==> src/rtl/lvds_clock_sync.sv <==
// lvds_clock_sync
//
// Holds off the LVDS transmit path until the DDR clock domain has run stably
// for START_DELAY cycles. It then raises a registered ready flag and emits a
// one-cycle strobe once per 32-bit frame (16 DDR cycles).
//
// Optional watchdog (macro LVDS_CLOCK_SYNC_WATCHDOG_EN):
//   When defined, the FPGA system clock is sampled as data through a 3-flop
//   synchronizer. If no edge of it is seen for TIMEOUT cycles, the system clock
//   is declared lost: ready drops and the start delay restarts from zero once
//   edges resume.
//   When undefined, i_sys_clk is ignored and the system clock is never lost.
//
// Ports:
//   i_ddr_clk         in   sole clock; every register uses its rising edge
//   i_rst_b           in   asynchronous active-low reset
//   i_sys_clk         in   FPGA system clock, sampled as data only
//   o_lvds_ready_ddr  out  LVDS transmit path ready (registered)
//   o_data_sbe_ddr    out  one-cycle frame strobe, once every 16 ready cycles

module lvds_clock_sync #(
    parameter logic [9:0] START_DELAY = 10'd1000,
    parameter logic [6:0] TIMEOUT     = 7'd100
) (
    input  logic i_ddr_clk,
    input  logic i_rst_b,
    input  logic i_sys_clk,
    output logic o_lvds_ready_ddr,
    output logic o_data_sbe_ddr
);

    logic       sys_lost;
    logic [9:0] delay_q, delay_d;
    logic       ready_q, ready_d;
    logic [3:0] frame_q, frame_d;

`ifdef LVDS_CLOCK_SYNC_WATCHDOG_EN
    logic [2:0] sync_q, sync_d;
    logic [6:0] timeout_q, timeout_d;
    logic       sys_edge;

    // Both edges of the system clock count as activity.
    assign sys_edge = sync_q[2] ^ sync_q[1];
    assign sys_lost = (timeout_q == TIMEOUT);

    always_comb begin
        sync_d    = {sync_q[1:0], i_sys_clk};
        timeout_d = timeout_q;
        // An edge takes priority over saturation, so a late edge still clears
        // the counter before it is declared lost.
        if (sys_edge) begin
            timeout_d = 7'd0;
        end else if (timeout_q != TIMEOUT) begin
            timeout_d = timeout_q + 7'd1;
        end
    end

    always_ff @(posedge i_ddr_clk or negedge i_rst_b) begin
        if (!i_rst_b) begin
            sync_q    <= 3'b000;
            timeout_q <= 7'd0;
        end else begin
            sync_q    <= sync_d;
            timeout_q <= timeout_d;
        end
    end
`else
    logic unused_sys_clk;

    assign unused_sys_clk = i_sys_clk;
    assign sys_lost       = 1'b0;
`endif

    always_comb begin
        delay_d = delay_q;
        if (sys_lost) begin
            delay_d = 10'd0;
        end else if (delay_q != START_DELAY) begin
            delay_d = delay_q + 10'd1;
        end

        ready_d = (delay_q == START_DELAY) && !sys_lost;

        // Frame phase is held at zero while not ready, so the first strobe
        // lands on the 16th ready cycle.
        frame_d = 4'd0;
        if (ready_q) begin
            frame_d = frame_q + 4'd1;
        end
    end

    always_ff @(posedge i_ddr_clk or negedge i_rst_b) begin
        if (!i_rst_b) begin
            delay_q <= 10'd0;
            ready_q <= 1'b0;
            frame_q <= 4'd0;
        end else begin
            delay_q <= delay_d;
            ready_q <= ready_d;
            frame_q <= frame_d;
        end
    end

    assign o_lvds_ready_ddr = ready_q;
    // Decoded from registers only, so the strobe drops together with ready.
    assign o_data_sbe_ddr   = ready_q && (frame_q == 4'd15);

endmodule

==> config.mk <==
export PLATFORM = sky130hd
export DESIGN_NAME = lvds_clock_sync
export DESIGN_NICKNAME = d
export VERILOG_FILES = /design/src/rtl/lvds_clock_sync.sv
export SDC_FILE = /design/constraint.sdc
export NUM_CORES = 1
export LEC_CHECK = 0
export BUFFER_PORTS_ARGS = -buffer_cell sky130_fd_sc_hd__buf_2
export CAP_MARGIN = 10
export CORE_MARGIN = 2
export CORE_UTILIZATION = 45
export DETAILED_ROUTE_END_ITERATION = 7
export MAX_ROUTING_LAYER = met4
export SLEW_MARGIN = 15
export SYNTH_ARGS = -nofsm -noshare
export SYNTH_HDL_FRONTEND = slang
export SYNTH_SLANG_ARGS = --single-unit
export TNS_END_PERCENT = 5
==> constraint.sdc <==
create_clock -name i_ddr_clk -period 3.6 [get_ports i_ddr_clk]
set_clock_uncertainty 0.2 [all_clocks]
set_input_delay 0.72 -clock i_ddr_clk [delete_from_list [all_inputs] [get_ports i_ddr_clk]]
set_output_delay 0.72 -clock i_ddr_clk [all_outputs]
set_load 0.02 [all_outputs]
==> out/results.ini, run 1 <==
[run_status]
outcome = finished clean

[worst_setup_path]
path_cells = ha_1, and4_1, buf_2
cp_max_fo = 3
cp-start-kind = flip-flop
setup.worst_path.end_class = output pin
required_ns = 2.68
worstPathArrival_ns = 1.21
critPathKind = reg -> out
worst_r2r_path_depth = 5
crit_path_max_incr_delay_ns = 0.40
cp_slowest_cell = dfrtp_1

[sta]
worst_pin_slew_ns = 0.3374
fmax_mhz = 470.0
max_slew_margin = 0.7751
fin_setup_tns_ns = 0
slew_violations = 0
period_minus_slack_ns = 2.128
period_share = 0.5910
worst_slack_ns = 1.472
rsz0062_at_grt = false
hold_viol_final = 0
setup_viol = 0

[global_route]
grtUsageTotal = 0.1303
antenna_found_initial = 0
overflow = 0
grt_max_degree = 16
grt_pass1_wl_um = 1690
grt_pass1_vias = 383

[power]
peakVddDrop_mv = 0.2186
p_per_area_mw_per_mm2 = 358.2
power.total_uw = 265.3
p_leak_uw = 0.0003614

[synthesis]
synth_cell_types = 19
synth_cells = 57
synthTopCellsByArea = dfrtp_1, xnor2_1, ha_1
synth.cell_area_um2 = 679.4
yosys_warnings = 0
avgSynthCellArea_um2 = 11.92
synth_top_area_cell = dfrtp_1
yosys.area.top_type_share = 0.5525
ys_seq_area_frac = 0.5525
syn_nets = 63
ys_ff_latch = 15

[cts]
ctsHtreeMaxLevel = 1
cts_tree = yes
cts_hold_buf = 0
path_clk_slew_ns = 0.09
max-clock-path-buffers = 2
cts_setup_buffers = 0
clkLatencyLatePin_ns = 0.27
root_buffer = clkbuf_4
cts_buffers = 3
cts_resized = 0
cts_sinks = 15

[route]
vias_per_cell = 5.200
drcViolationCount = 0
wl_per_cell_um = 12.43
firstDrtPassIters = 2
drt_wl_total_um = 994
dr.first_iter.drc_count = 6
ant_nets = 0
routed-via-count = 416

[cells_and_area]
multi_input_area_um2 = 289.0
final_layout_size_suffix_gt1_frac = 0.1250
diodes = 0
mostFrequentLayoutCells = dfrtp_1, xnor2_1, nand3_1
final_common_cell = dfrtp_1
seq_area_um2 = 375.4
nets = 71
area_growth_pct = 9.024
final_cell_area_um2 = 740.7
fillCellCount = 144

[run]
drv_cap = 0

[floorplanning]
core_area_mm2 = 0.001454
rows = 14
die-area_mm2 = 0.001837
ioPinCount = 5
die_y_um = 42.86
dieWidth_um = 42.86
start_util = 0.4673

[placement]
io_buffers = 3
pre_cts_ws_ns = 1.765
place_area_um2 = 714.4
place_congestion = 0.7656
post-dp-hpwl_um = 743.2

[hold_path]
hold_path.class = in -> async

-- per-layer routing --
metal  global-route usage  vias up  share of wire
met5                    -        -              0
met1               0.1671      199           0.48
met3              0.02553        2          0.029
met2               0.1909        3           0.47
met4              0.07500        0          0.020
li1                     -      212              -
-- cells by family (layout without fill, tap and decap cells) --
logic type,count (synthesis),in the layout,synth area share
AND/OR/NAND/NOR,22,22,0.2008
flip-flops,15,15,0.5525
XOR/XNOR,10,10,0.1289
buffers and inverters,4,11,0.02209
adder cells (fa/ha/maj),3,3,0.05525
AO/OA/AOI/OAI,2,2,0.01841
multiplexers,1,1,0.02209
-- flip-flops by register name (all words and copies together), names as in the netlist --
signal and flops:
frame_q 4, o_lvds_ready_ddr 1, delay_q 10
-- layout make-up --
class                           count  share of cell area
Sequential cell                    15              0.5068
Timing Repair Buffer                3             0.02027
Clock buffer                        4             0.03547
Inverter                            4             0.02027
Tap cell                           16             0.02703
Multi-Input combinational cell     38              0.3902
-- where the power goes --
part	leakage (uW)	switching [uW]	total (uW)	internal, uW
clock	0.0000150	50.6	93.4	42.8
sequential	0.000195	0	168	168
combinational	0.000151	3.14	3.54	0.395
-- worst paths after layout --
path / start / endpoint / slack, ns
worst max-delay path: frame_q[0] / o_data_sbe_ddr / 1.47
worst min-delay path: i_rst_b / delay_q[8] / 0.14
worst max register to register: delay_q[0] / delay_q[1] / 1.83
worst min register to register: frame_q[0] / frame_q[0] / 0.26
max in group asynchronous: i_rst_b / delay_q[3] / 2.81
min in group i_ddr_clk: frame_q[0] / frame_q[0] / 0.26
-- synth_stat cells --
cell type and n:
nor2b_1 1, ha_1 3, mux2_4 1, o21ai_0 1, nand4b_1 1, inv_1 4, and4_1 2, nand4_1 3
and4_2 1, o211ai_1 1, nand2_1 1, dfrtp_1 15, xor2_1 3, nor3_1 1, and2_1 3, nor4bb_1 1
nand3_1 6, xnor2_1 7, nor2_1 2
-- stage by stage --
stage	util	hold WS (ns)	cells
2_1_floorplan	-	0.2244	57
3_3_place_gp	0.4914	0.2537	76
3_5_place_dp	0.4914	0.2557	76
4_1_cts	0.5095	0.1445	80
5_1_grt	0.5095	0.1460	80
6_report	0.5095	0.1352	80
-- worst max-delay path, delay by kind of cell (launching register included) --
kind	cells	cell delay (ns)
buffers and inverters	1	0.15
adders and majority gates	1	0.22
and+or+nand+nor	1	0.17
DFF	1	0.40
Power figures use the tool's default switching activity.
==> run 2, diff against run 1 <==
--- a/config.mk
+++ b/config.mk
@@ -5,6 +5,7 @@
 export SDC_FILE = /design/constraint.sdc
 export NUM_CORES = 1
 export LEC_CHECK = 0
+export ABC_AREA = 1
 export BUFFER_PORTS_ARGS = -buffer_cell sky130_fd_sc_hd__buf_2
 export CAP_MARGIN = 10
 export CORE_MARGIN = 2
==> constraint.sdc (replaced) <==
create_clock -name i_ddr_clk -period 1.9 [get_ports i_ddr_clk]
set_clock_uncertainty 0.2 [all_clocks]
set_input_delay 0.38 -clock i_ddr_clk [delete_from_list [all_inputs] [get_ports i_ddr_clk]]
set_output_delay 0.38 -clock i_ddr_clk [all_outputs]
set_load 0.02 [all_outputs]
==> run 2 against run 1 <==
Non-clock buffer count rose by 1. Hold slack improved by 0.12 ns. Largest cell class unchanged. Critical path type unchanged. Core utilization rose by 2.7 points.
==> out/results.ini, run 2 <==
[power]
p_leak_uw = 0.0004025
p_per_area_mw_per_mm2 = 618.7
power.total_uw = 506.3
peakVddDrop_mv = 0.3458

[sta]
period_minus_slack_ns = 1.760
fmax_mhz = 568.1
setup_viol = 0
worst_pin_slew_ns = 0.3223
hold_viol_final = 0
max_slew_margin = 0.7851
period_share = 0.9265
rsz0062_at_grt = false
slew_violations = 0
fin_setup_tns_ns = 0

[floorplanning]
rows = 14
dieWidth_um = 44.74
ioPinCount = 5
die_y_um = 44.74
core_area_mm2 = 0.001524
die-area_mm2 = 0.002002
start_util = 0.4901

[worst_setup_path]
cp_max_fo = 3
required_ns = 1.32
critPathKind = reg -> out
worstPathArrival_ns = 1.18
cp-start-kind = flip-flop
setup.worst_path.end_class = output pin

[synthesis]
ys_ff_latch = 15
synth_cell_types = 18
yosysMostFrequentCell = nand2_1
synth_cells = 86
yosys_warnings = 0
syn_nets = 92
synth_edf_count = 0
synthFlopType = dfrtp_1
synth.cell_area_um2 = 747.0
synthTopCellsByCount = nand2_1, dfrtp_1, inv_1
avgSynthCellArea_um2 = 8.686
synth_top_area_cell = dfrtp_1
async_reset_ff_frac = 1.000
yosys.area.top_type_share = 0.5025
synthTopCellsByArea = dfrtp_1, nand2_1, inv_1
ys_seq_area_frac = 0.5025

[cells_and_area]
diodes = 0
nets = 101
top_register = delay_q
largest_reg_flops = 10
mostFrequentLayoutCells = nand2_1, dfrtp_1, inv_1
final_layout_size_suffix_gt1_frac = 0.1383
area_growth_pct = 9.548
final_common_cell = nand2_1

[global_route]
grt_max_degree = 16
grt_pass1_vias = 500
antenna_found_initial = 0
grtUsageTotal = 0.1561
overflow = 0
grt_pass1_wl_um = 2083

[cts]
path_clk_slew_ns = 0.08
cts_sinks = 15
cts_buffers = 3
clkLatencyLatePin_ns = 0.28
max-clock-path-buffers = 2
cts_tree = yes
root_buffer = clkbuf_4
ctsHtreeMaxLevel = 1

[run]
drv_cap = 0

[route]
routed-via-count = 526
wl_per_cell_um = 9.982
dr.first_iter.drc_count = 4
drt_wl_total_um = 1098
vias_per_cell = 4.782
firstDrtPassIters = 4
drcViolationCount = 0
ant_nets = 0

[hold_path]
hold_path.class = reg -> reg

[placement]
post-dp-hpwl_um = 820.6
io_buffers = 3
place_congestion = 0.7510

[run_status]
outcome = finished clean

run 2: cell count changes after synthesis, moves of 3 or more:
cell,before,now
xnor2_1,7,1
nand2_1,1,21
nor2_1,2,8
and2_1,3,0
inv_1,4,14
nand3_1,6,3
run 2: per-stage QoR:
step | cells | worst slack [ns] | utilization | cell area (um2) | hold slack (ns)
final | 110 | 0.1397 | 0.5369 | 818.3 | 0.2583
after CTS | 110 | 0.1236 | 0.5369 | 818.3 | 0.2653
after global routing | 110 | 0.05193 | 0.5369 | 818.3 | 0.2970
after floorplan | 86 | 0.4312 | - | 747.0 | -0.1156
after detailed placement | 105 | 0.4432 | 0.5131 | 782.0 | 0.1010
after global placement | 105 | 0.4504 | 0.5131 | 782.0 | 0.1047
run 2: power breakdown:
group	internal, uW	switching, uW	leakage [uW]
Sequential	319	0	0.000195
Combinational	2.09	5.90	0.000192
Clock	81.5	97.9	0.0000150
run 2: worst paths after layout:
path,startpoint,to,slack [ns],cells past startpoint
setup / recovery,frame_q[0],o_data_sbe_ddr,0.14,4
hold / removal,frame_q[0],frame_q[0],0.26,1
setup reg to reg,delay_q[0],delay_q[0],0.50,7
hold reg to reg,frame_q[0],frame_q[0],0.26,1
max in group asynchronous,i_rst_b,delay_q[9],0.94,2
min in group asynchronous,i_rst_b,frame_q[0],0.32,2
run 2: cells by family after synthesis:
kind of cell               synth area share
AOI/OAI and AO/OA                   0.03350
xor gates and xnor gates            0.05862
adders and majority gates           0.05026
buffers and inverters               0.07035
DFF                                  0.5025
and+or+nand+nor                      0.2848
run 2: what timing repair did:
item,4_1_cts,5_1_grt
gates resized for setup,0,0
hold endpoints to repair,15,0
buffers inserted,0,0
hold buffers,1,0
run 2: critical path, cell delays in order, from the launching register on:
cell and delay [ns]:
dfrtp_1 0.40, ha_1 0.23, nand3_1 0.08, nor2_1 0.04
buf_2 0.15
run 2: final cells by class:
class	instances	area (um2)
clock buffer	4	26.28
fill	149	705.7
inverter	14	52.55
multi-input combinational	57	319.1
sequential	15	375.4
tap	16	20.02
timing repair buffer	4	25.02
run 2: routing by layer:
metal / vias up / GRT usage / part of all wire
met2: 7 / 0.2377 / 0.46
met4: 0 / 0.1091 / 0.035
met1: 233 / 0.1809 / 0.47
li1: 281 / - / -
met5: - / - / 0
met3: 5 / 0.03600 / 0.031
==> run 3, diff against run 2 <==
--- a/config.mk
+++ b/config.mk
@@ -9,9 +9,10 @@
 export BUFFER_PORTS_ARGS = -buffer_cell sky130_fd_sc_hd__buf_2
 export CAP_MARGIN = 10
 export CORE_MARGIN = 2
-export CORE_UTILIZATION = 45
+export CORE_UTILIZATION = 50
 export DETAILED_ROUTE_END_ITERATION = 7
 export MAX_ROUTING_LAYER = met4
+export PLACE_DENSITY = 0.7
 export SLEW_MARGIN = 15
 export SYNTH_ARGS = -nofsm -noshare
 export SYNTH_HDL_FRONTEND = slang
==> run 3 against run 2 <==
Non-clock buffer count unchanged. Count of clock-buffer cells in the layout did not move. Combinational power up 2%. Critical path depth did not move. Clock power is essentially flat. Register-to-register slack lost 0.03 ns. Via count rose by 3.2%. Flip-flop and latch count unchanged. Maximum frequency shrank 0.91%.
==> out/results.ini, run 3 (same netlist as run 2, synthesis figures left out) <==
[worst_setup_path]
required_ns = 1.32
cp_slowest_cell = dfrtp_1
cp_top_family = flip-flops
setup.worst_path.end_class = output pin
cp_num_buf_inv = 1
cp_max_fo = 3
regToRegSetupSlack_ns = 0.47
cp-start-kind = flip-flop
worstPathArrival_ns = 1.20
crit_path_max_incr_delay_ns = 0.38
path_cells = ha_1, nand3_1, nor2_1, buf_2
critPathKind = reg -> out

[sta]
rsz0062_at_grt = false
fmax_mhz = 562.9
worst_pin_slew_ns = 0.3334
setup_viol = 0
fin_hold_ws_ns = 0.2655
slew_violations = 0
max_slew_margin = 0.7777
period_minus_slack_ns = 1.776
worst_slack_ns = 0.1235
period_share = 0.9350
hold_viol_final = 0
fin_setup_tns_ns = 0

[power]
peakVddDrop_mv = 0.4436
p_per_area_mw_per_mm2 = 621.0
p_leak_uw = 0.0004025
power.total_uw = 507.4

[floorplanning]
dieWidth_um = 42.65
rows = 13
die-area_mm2 = 0.001819
ioPinCount = 5
start_util = 0.5533
die_y_um = 42.65
core_area_mm2 = 0.001350

[global_route]
grt_pass1_vias = 521
grt_pass1_wl_um = 2166
antenna_found_initial = 0
grtUsageTotal = 0.1683
grt_max_degree = 16
overflow = 0

[cts]
cts_hold_buf = 1
ctsHtreeMaxLevel = 1
max-clock-path-buffers = 2
cts_buffers = 3
clkLatencyLatePin_ns = 0.28
root_buffer = clkbuf_4
cts_sinks = 15
path_clk_slew_ns = 0.08
cts_setup_buffers = 0
cts_resized = 0
cts_tree = yes

[cells_and_area]
final_layout_size_suffix_gt1_frac = 0.1383
largest_reg_flops = 10
diodes = 0
nets = 101
mostFrequentLayoutCells = nand2_1, dfrtp_1, inv_1
final_common_cell = nand2_1
top_register = delay_q
area_growth_pct = 9.380

[placement]
io_buffers = 3
place_congestion = 0.7772
post-dp-hpwl_um = 897
pre_cts_ws_ns = 0.4352

[run]
drv_cap = 0

[route]
dr.first_iter.drc_count = 7
drt_wl_total_um = 1207
firstDrtPassIters = 4
ant_nets = 0
wl_per_cell_um = 11.07
drcViolationCount = 0
routed-via-count = 543
vias_per_cell = 4.982

[hold_path]
hold_path.class = reg -> reg

[run_status]
outcome = finished clean

-- run 3: cell counts in the layout (fill, tap and decap cells not counted) --
No cell type changed its count.
-- run 3: report_power, final --
part / leakage [uW] / internal, uW / switching (uW) / total (uW)
clock: 0.0000150 / 81.5 / 98.8 / 180
sequential: 0.000195 / 319 / 0 / 319
combinational: 0.000192 / 2.08 / 6.09 / 8.17
total: 0.000403 / 402 / 105 / 507
-- run 3: metal layers --
| metal | vias up | global-route usage | part of all wire |
|---|---|---|---|
| met2 | 13 | 0.2545 | 0.46 |
| met3 | 4 | 0.03830 | 0.031 |
| met5 | - | - | 0 |
| met1 | 243 | 0.1984 | 0.48 |
| li1 | 283 | - | - |
| met4 | 0 | 0.1125 | 0.033 |
-- run 3: final timing paths --
check,startpoint,endpoint,cells past startpoint
min in group asynchronous,i_rst_b,delay_q[7],2
max reg2reg,delay_q[0],delay_q[1],7
max,frame_q[0],o_data_sbe_ddr,4
min,frame_q[0],frame_q[0],1
min reg2reg,frame_q[0],frame_q[0],1
max in group asynchronous,i_rst_b,delay_q[1],2
-- run 3: cell type report --
class,instances,area (um2)
well taps,15,18.77
fillers,129,533.0
inverters,14,52.55
flip-flops and latches,15,375.4
multi-input cells,57,319.1
repair buffers,4,25.02
clock buffers,4,26.28
-- run 3: through the flow --
step | cells | area (um2) | utilization
5_1_grt | 109 | 817.0 | 0.6052
3_3_place_gp | 104 | 780.7 | 0.5783
6_report | 109 | 817.0 | 0.6052
4_1_cts | 109 | 817.0 | 0.6052
2_1_floorplan | 86 | 747.0 | -
3_5_place_dp | 104 | 780.7 | 0.5783
